`src/rtl/pixel_prefetch.sv`:
```
// pixel_prefetch: pulls gray pixels from the RP2040 frame buffer over the
// strobe/rewind pin protocol, samples each response after a programmable
// latency and queues it in a show-ahead FIFO for the VGA timing stage.
// A frame start rewinds the frame buffer and flushes the queue; popping an
// empty queue raises a sticky underrun flag.
module pixel_prefetch #(
  parameter int DEPTH  = 4,
  parameter int DATA_W = 4
) (
  input  logic              clk,
  input  logic              rst,
  input  logic              frame_start,
  input  logic [1:0]        sample_delay,
  input  logic              pixel_req,
  output logic [DATA_W-1:0] pixel_out,
  output logic              pixel_valid,
  output logic              underrun,
  output logic              frame_next_pixel_out,
  output logic              frame_reset_out,
  input  logic [DATA_W-1:0] frame_pixel_in
);

  localparam int AW = $clog2(DEPTH);
  localparam int CW = AW + 1;
  localparam logic [CW-1:0] DEPTH_C = CW'(DEPTH);

  typedef enum logic [1:0] {
    S_RST_FB = 2'd0,
    S_IDLE   = 2'd1,
    S_STROBE = 2'd2,
    S_WAIT   = 2'd3
  } state_e;

  state_e            state_q, state_d;
  logic              rst_cnt_q, rst_cnt_d;
  logic [1:0]        wait_cnt_q, wait_cnt_d;
  logic [AW-1:0]     wr_ptr_q, rd_ptr_q;
  logic [CW-1:0]     count_q, count_d;
  logic              underrun_q;
  logic [DATA_W-1:0] mem_q [DEPTH];
  logic              push_en;
  logic              pop_en;

  // FIFO handshake: a sample is pushed on the edge ending the last WAIT
  // cycle; a pop needs a non-empty queue. count_d is the occupancy after
  // this cycle's push/pop and also steers the WAIT exit decision.
  always_comb begin
    push_en = (state_q == S_WAIT) && (wait_cnt_q == 2'd0);
    pop_en  = pixel_req && (count_q != '0);
    count_d = count_q + CW'(push_en) - CW'(pop_en);
  end

  // State register for the fetch sequencer.
  always_ff @(posedge clk or posedge rst) begin
    if (rst) begin
      state_q    <= S_RST_FB;
      rst_cnt_q  <= 1'b1;
      wait_cnt_q <= 2'd0;
    end else begin
      state_q    <= state_d;
      rst_cnt_q  <= rst_cnt_d;
      wait_cnt_q <= wait_cnt_d;
    end
  end

  // Next-state logic; frame_start overrides everything and restarts the rewind.
  always_comb begin
    state_d    = state_q;
    rst_cnt_d  = rst_cnt_q;
    wait_cnt_d = wait_cnt_q;
    if (frame_start) begin
      state_d   = S_RST_FB;
      rst_cnt_d = 1'b1;
    end else begin
      case (state_q)
        S_RST_FB: begin
          if (rst_cnt_q == 1'b0) state_d = S_IDLE;
          else                   rst_cnt_d = 1'b0;
        end
        S_IDLE: begin
          if (count_q < DEPTH_C) state_d = S_STROBE;
        end
        S_STROBE: begin
          // Latency is latched here so later sample_delay changes leave
          // the fetch in flight untouched.
          wait_cnt_d = sample_delay;
          state_d    = S_WAIT;
        end
        S_WAIT: begin
          if (wait_cnt_q != 2'd0) wait_cnt_d = wait_cnt_q - 2'd1;
          else                    state_d = (count_d < DEPTH_C) ? S_STROBE : S_IDLE;
        end
        default: state_d = S_RST_FB;
      endcase
    end
  end

  // Pin outputs decode the state register only, so they never glitch.
  always_comb begin
    frame_reset_out      = (state_q == S_RST_FB);
    frame_next_pixel_out = (state_q == S_STROBE);
  end

  // FIFO pointers, occupancy and sticky underrun; frame_start flushes all.
  always_ff @(posedge clk or posedge rst) begin
    if (rst) begin
      wr_ptr_q   <= '0;
      rd_ptr_q   <= '0;
      count_q    <= '0;
      underrun_q <= 1'b0;
    end else if (frame_start) begin
      wr_ptr_q   <= '0;
      rd_ptr_q   <= '0;
      count_q    <= '0;
      underrun_q <= 1'b0;
    end else begin
      if (push_en) wr_ptr_q <= wr_ptr_q + AW'(1);
      if (pop_en)  rd_ptr_q <= rd_ptr_q + AW'(1);
      count_q <= count_d;
      if (pixel_req && (count_q == '0)) underrun_q <= 1'b1;
    end
  end

  // Sample storage; an abandoned fetch never writes because frame_start wins.
  always_ff @(posedge clk) begin
    if (push_en && !frame_start) mem_q[wr_ptr_q] <= frame_pixel_in;
  end

  // Show-ahead head; forced to zero while the queue is empty.
  always_comb begin
    pixel_valid = (count_q != '0);
    pixel_out   = pixel_valid ? mem_q[rd_ptr_q] : '0;
    underrun    = underrun_q;
  end

endmodule

```
`config.mk`:
```
export PLATFORM = sky130hd
export DESIGN_NAME = pixel_prefetch
export DESIGN_NICKNAME = d
export VERILOG_FILES = /design/src/rtl/pixel_prefetch.sv
export SDC_FILE = /design/constraint.sdc
export NUM_CORES = 1
export LEC_CHECK = 0
export ABC_AREA = 1
export CAP_MARGIN = 25
export CORE_MARGIN = 3
export CORE_UTILIZATION = 40
export CTS_CLUSTER_SIZE = 24
export DETAILED_ROUTE_END_ITERATION = 8
export SYNTH_ARGS = -nofsm -noshare
export SYNTH_HDL_FRONTEND = slang
export SYNTH_SLANG_ARGS = --single-unit
```
`constraint.sdc`:
```
create_clock -name clk -period 2.35 [get_ports clk]
set_clock_uncertainty 0.1 [all_clocks]
set_input_delay 0.3525 -clock clk [delete_from_list [all_inputs] [get_ports clk]]
set_output_delay 0.3525 -clock clk [all_outputs]
set_load 0.01 [all_outputs]
```
== Yosys cells after proc, flatten, opt, wreduce, memory -nomap -nowiden ==
Memory sizes are Yosys's and may differ from the RTL's.
Cells that the tools add are included.

* Memories: 1
* Flip-flop bits (word level): 13
* Bits in writable memories: 16
* Logic and storage cells: 60

{| class="wikitable"
|+ Memories
! memory !! depth !! bits a word !! read ports !! clocked after Yosys merged registers in !! wr ports !! RTL line !! text
|-
| mem_q || 4 || 4 || 1 || 0 || 1 || 40 || <nowiki>logic [DATA_W-1:0] mem_q [DEPTH];</nowiki>
|}

* Mux-type cells: 20
* Add/subtract/negate cells: 5
* Magnitude comparators: 2
* Eq/ne operators: 7
* Reduce and logical (&&, ||, !) cells: 17
* Bitwise gates (word level): 1

{| class="wikitable"
|+ Operators by type and width
! cell !! number
|-
| 2-bit two-way mux || 10
|-
| 2-bit nonzero test || 6
|-
| 3-bit inequality test, second input constant || 3
|-
| 2-bit one-hot mux with 4 select lines || 1
|-
| 3-bit < comparator, second input constant || 2
|-
| 1-bit two-way mux || 6
|-
| 3-bit AND reduction || 2
|-
| 2-bit by 1-bit adder with 2-bit output, second input constant || 2
|-
| 2-bit equality test, second input constant || 2
|-
| 1-bit logical AND || 4
|-
| 2-bit logical NOT || 2
|-
| 4-bit two-way mux || 1
|-
| 2-bit one-hot mux with 2 select lines || 1
|-
| 3-bit by 1-bit adder with 3-bit output || 1
|-
| 3-bit logical NOT || 1
|-
| 3-bit two-way mux || 1
|-
| 3-bit nonzero test || 1
|-
| 3-bit by 1-bit subtractor with 3-bit output || 1
|-
| 2-bit by 1-bit equality test with 1-bit output, second input constant || 1
|-
| 2-bit by 1-bit inequality test with 1-bit output, second input constant || 1
|-
| 2-bit by 1-bit subtractor with 2-bit output, second input constant || 1
|-
| 1-bit logical NOT || 1
|-
| 1-bit inverter || 1
|}

== Depth between registers and ports, before layout ==
* Depth after elaboration: 9
* Depth in mapped cells: 14
* Mapped depth without buffers: 14

== Least setup slack after synthesis ==
Ideal clock, no wire load.

* Path type: register to register
* Start point: register wait_cnt_q[0]
* End point: register state_q[0]
* Data required time: 2.128 ns
* Arrival time: 1.908 ns
* Setup slack: 0.219 ns
* Library setup time: 0.122 ns
* Stages on the path, launching flop included: 13
* Cells stage by stage: dfrtp_1 -> inv_1 -> ha_1 -> nand2_4 -> ha_1 -> inv_1 -> ha_1 -> inv_1 -> fa_1 -> inv_1 -> nand3_1 -> nand3_1 -> a21oi_1

* Cells in the longest elaborated chain, start to end: 9
* Elaborated cells on any way between the ends: 12

{| class="wikitable"
|+ RTL lines
! element !! RTL line !! text
|-
| start, declared || 36 || <nowiki>logic [1:0] wait_cnt_q, wait_cnt_d;</nowiki>
|-
| start signal, assigned || 62 || <nowiki>wait_cnt_q <= wait_cnt_d;</nowiki>
|-
| 2-bit logical NOT || 48 || <nowiki>push_en = (state_q == S_WAIT) && (wait_cnt_q == 2'd0);</nowiki>
|-
| 1-bit logical AND || 48 ||
|-
| 3-bit by 1-bit adder with 3-bit output || 50 || <nowiki>count_d = count_q + CW'(push_en) - CW'(pop_en);</nowiki>
|-
| 3-bit by 1-bit subtractor with 3-bit output || 50 ||
|-
| 3-bit < comparator || 91 || <nowiki>else state_d = (count_d < DEPTH_C) ? S_STROBE : S_IDLE;</nowiki>
|-
| 2-bit two-way mux || 91 ||
|-
| 2-bit two-way mux || 90 || <nowiki>if (wait_cnt_q != 2'd0) wait_cnt_d = wait_cnt_q - 2'd1;</nowiki>
|-
| 2-bit one-hot mux with 4 select lines || 75 || <nowiki>case (state_q)</nowiki>
|-
| 2-bit two-way mux || 71 || <nowiki>if (frame_start) begin</nowiki>
|-
| end signal, assigned || 60 || <nowiki>state_q <= state_d;</nowiki>
|-
| end, declared || 34 || <nowiki>state_e state_q, state_d;</nowiki>
|}

Several ways; a longest one is shown, not always the timed one. The select of a mux whose other input is x is not followed.
A chain may end at the register's enable or synchronous reset.

== Worst setup path after layout ==
* Start point: register wait_cnt_q[0]
* End point: register state_q[1]

Same word-level chain as after synthesis.

==> results.txt <==
CP Cell Sequence: inv_1 -> ha_4 -> nand2_4 -> ha_1 -> inv_1 -> ha_1 -> inv_1 -> fa_1 -> inv_1 -> nand3_1 -> nand3_2 -> nand2_1 -> nand2_1
Routability Congestion: 0.746
Cells after Synth: 149
Max Buffers Root-to-Sink: 2
Ports: 18
Die ar.: 0.00435 sq mm
Top_reg_cell synth: edfxtp_1
Final Hold Viols: 0
Clock Pin Slew Worst Setup and Hold Paths: 90 ps
Setup Viol. Count Final: 0
Synth unique cells: 24
Syn Nets: 167
Cell area after synthesis: 0.00144 sq mm
DR WL/cell: 12.0 microns
Fmax: 452 MHz
Setup crit start: wait_cnt_q[0]
Worst Setup Start Kind: flip-flop
Fin crit period: 2210 ps
H-Tree Depth: 2
Worst Hold Class: input pin to asynchronous set/reset pin
Post-synth ARST share: 0.448
Placed cell areas: 0.00167 sq mm
DR vias/cell: 4.64
Crit-path most repeated cell: inv_1
Max FO, Critical Path: 4
# port buffers: 17
N_diodes: 0
Number of CTS-inserted buffers: 5
Seq/Total Area, Yosys: 0.561
Post-route clock period utilization: 0.941
Post-synthesis register bit count: 29
Total GRT Usage: 0.144
Hpwl dp: 1970 microns
Final Hold Slack: 259 ps
Overall power: 1.77 mW
Setup Crit Path Kind: flip-flop to flip-flop
Remaining DRCs: 0
Skew-Pair Late Insertion Delay: 310 ps
Leak: 0.824 nW
Die X: 66.0 microns
1st-iter DRT viols: 43
Layout filler cell count: 306
YS warnings: 0
Hold Buf Count CTS: 0
Finished Layout Cells: 224
CP max stage cell: dfrtp_1
Max incr delay on CP: 380 ps
CP Capture Type: flip-flop
VDD IR max: 0.000436 V
Die Height: 66.0 microns
CP top delay family: adder cells
Final ANT Viol Nets: 0
CTS tree: done
FP Rows: 21
Maxcap violations: 0
Initial Utilization: 0.425
GR Overflow Total: 0
Largest net degree at the start of global routing: 14
Mean area per synthesized cell: 9.66 sq um
Finished Cell Area: 0.00180 sq mm
Worst path buffer plus inverter count: 4
Final nets: 195
Routed vias: 1040
P&R area growth vs syn: 25.2%
Setup TNS: 0 ps
Share of layout cells above drive strength 1: 0.157
CP arrival: 2370 ps
Initial antenna violation count: 0
Worst-margin pin slew: 511 ps
DP Worst Slack: -50.2 ps
Routed WL: 2690 microns
Status: finished clean
Vias in the first global route: 1039
Post-synth EDFFs: 16
Relative slew slack: 0.659
Worst R2R Start: wait_cnt_q[0]
Placed cells: 212
CP required: 2510 ps
Drt pass-1 iters: 4
Util after Layout: 0.532
PnR worst setup slack: 138 ps
Core region area: 0.00339 sq mm
Power per cell area: 980 mW/mm^2
Slew Viols, Final: 0
Num Clock Sinks: 29
First-pass GRT wire length: 4670 microns
CTS root buf: clkbuf_4
R2R setup slack: 140 ps
-- cell type report --
type,count,area (sq um),area share
clock buffers,6,41.3,0.0229
clock inverters,2,33.8,0.0187
inverters,25,96.3,0.0535
multi-input cells,92,529,0.294
flip-flops and latches,29,811,0.450
well taps,46,57.6,0.0319
repair buffers,24,233,0.129
-- synthesized netlist by cell type, types with 2 or more instances --
cell,number,area share
nand3_1,6,0.021
a21oi_2,2,0.012
nand2_1,18,0.047
nor2_1,26,0.068
edfxtp_1,16,0.33
inv_1,24,0.063
dfrtp_1,12,0.21
o21ai_1,3,0.010
ha_1,7,0.061
a21oi_1,8,0.028
o21ai_0,14,0.049
-- per-layer routing --
layer  share of wire  vias to the layer above  global-route usage
met2            0.49                       16               0.218
met4          0.0056                        0              0.0609
met5               0                        -                   0
met1            0.46                      488               0.185
li1                -                      534                   -
met3           0.040                        2              0.0527
-- kinds of logic (layout without fill, tap and decap cells) --
logic type / Yosys count / after routing / synth area share
and+or+nand+nor: 56 / 56 / 0.176
DFF: 29 / 29 / 0.561
buffers and inverters: 28 / 57 / 0.0835
AOI/OAI and AO/OA: 27 / 27 / 0.0991
adders and majority gates: 8 / 8 / 0.0748
xor gates and xnor gates: 1 / 1 / 0.00609
-- worst paths after layout --
| check | endpoint | cells after the start |
|---|---|---|
| max | state_q[1] | 13 |
| min | wr_ptr_q[0] | 2 |
| max reg2reg | state_q[1] | 13 |
| min reg2reg | rst_cnt_q | 2 |
| max in group asynchronous | rd_ptr_q[0] | 2 |
| min in group clk | rst_cnt_q | 2 |
-- report_power, final --
part	switching, mW	total [mW]	internal [mW]
Clock	0.166	0.387	0.221
Combinational	0.381	0.709	0.328
Sequential	0.0589	0.669	0.610
Total	0.606	1.77	1.16
-- worst reg2reg max path, delay by kind of cell, from the launching register on --
| family | cells | cell delay [ps] |
|---|---|---|
| adder cells (fa/ha/maj) | 4 | 970 |
| AND/OR/NAND/NOR | 5 | 420 |
| flip-flops | 1 | 380 |
| buffers and inverters | 4 | 300 |
-- sequential cells by signal (all words and copies together), names as in the netlist --
register,flops
underrun,1
mem_q,16
wait_cnt_q,2
rst_cnt_q,1
wr_ptr_q,2
count_q,3
rd_ptr_q,2
state_q,2
-- layout by cell type (no fill, tap or decap), types with 2 or more instances in the layout --
| cell | count |
|---|---|
| a21oi_1 | 8 |
| a21oi_2 | 2 |
| buf_4 | 6 |
| clkbuf_4 | 6 |
| clkdlybuf4s50_1 | 13 |
| dfrtp_1 | 9 |
| dfrtp_2 | 3 |
| dlymetal6s2s_1 | 4 |
| edfxtp_1 | 16 |
| ha_1 | 6 |
| inv_1 | 23 |
| nand2_1 | 18 |
| nand3_1 | 5 |
| nand3_2 | 2 |
| nor2_1 | 26 |
| o21ai_0 | 14 |
| o21ai_1 | 3 |
-- timing repair --
action | in CTS | in global routing
setup buffers | 0 | 4
resized for setup | 1 | 11
pin swaps | 0 | 1
endpoints found under the hold margin | 0 | 0
setup endpoints to repair | 4 | 7
(Power assumes the default switching activity.)
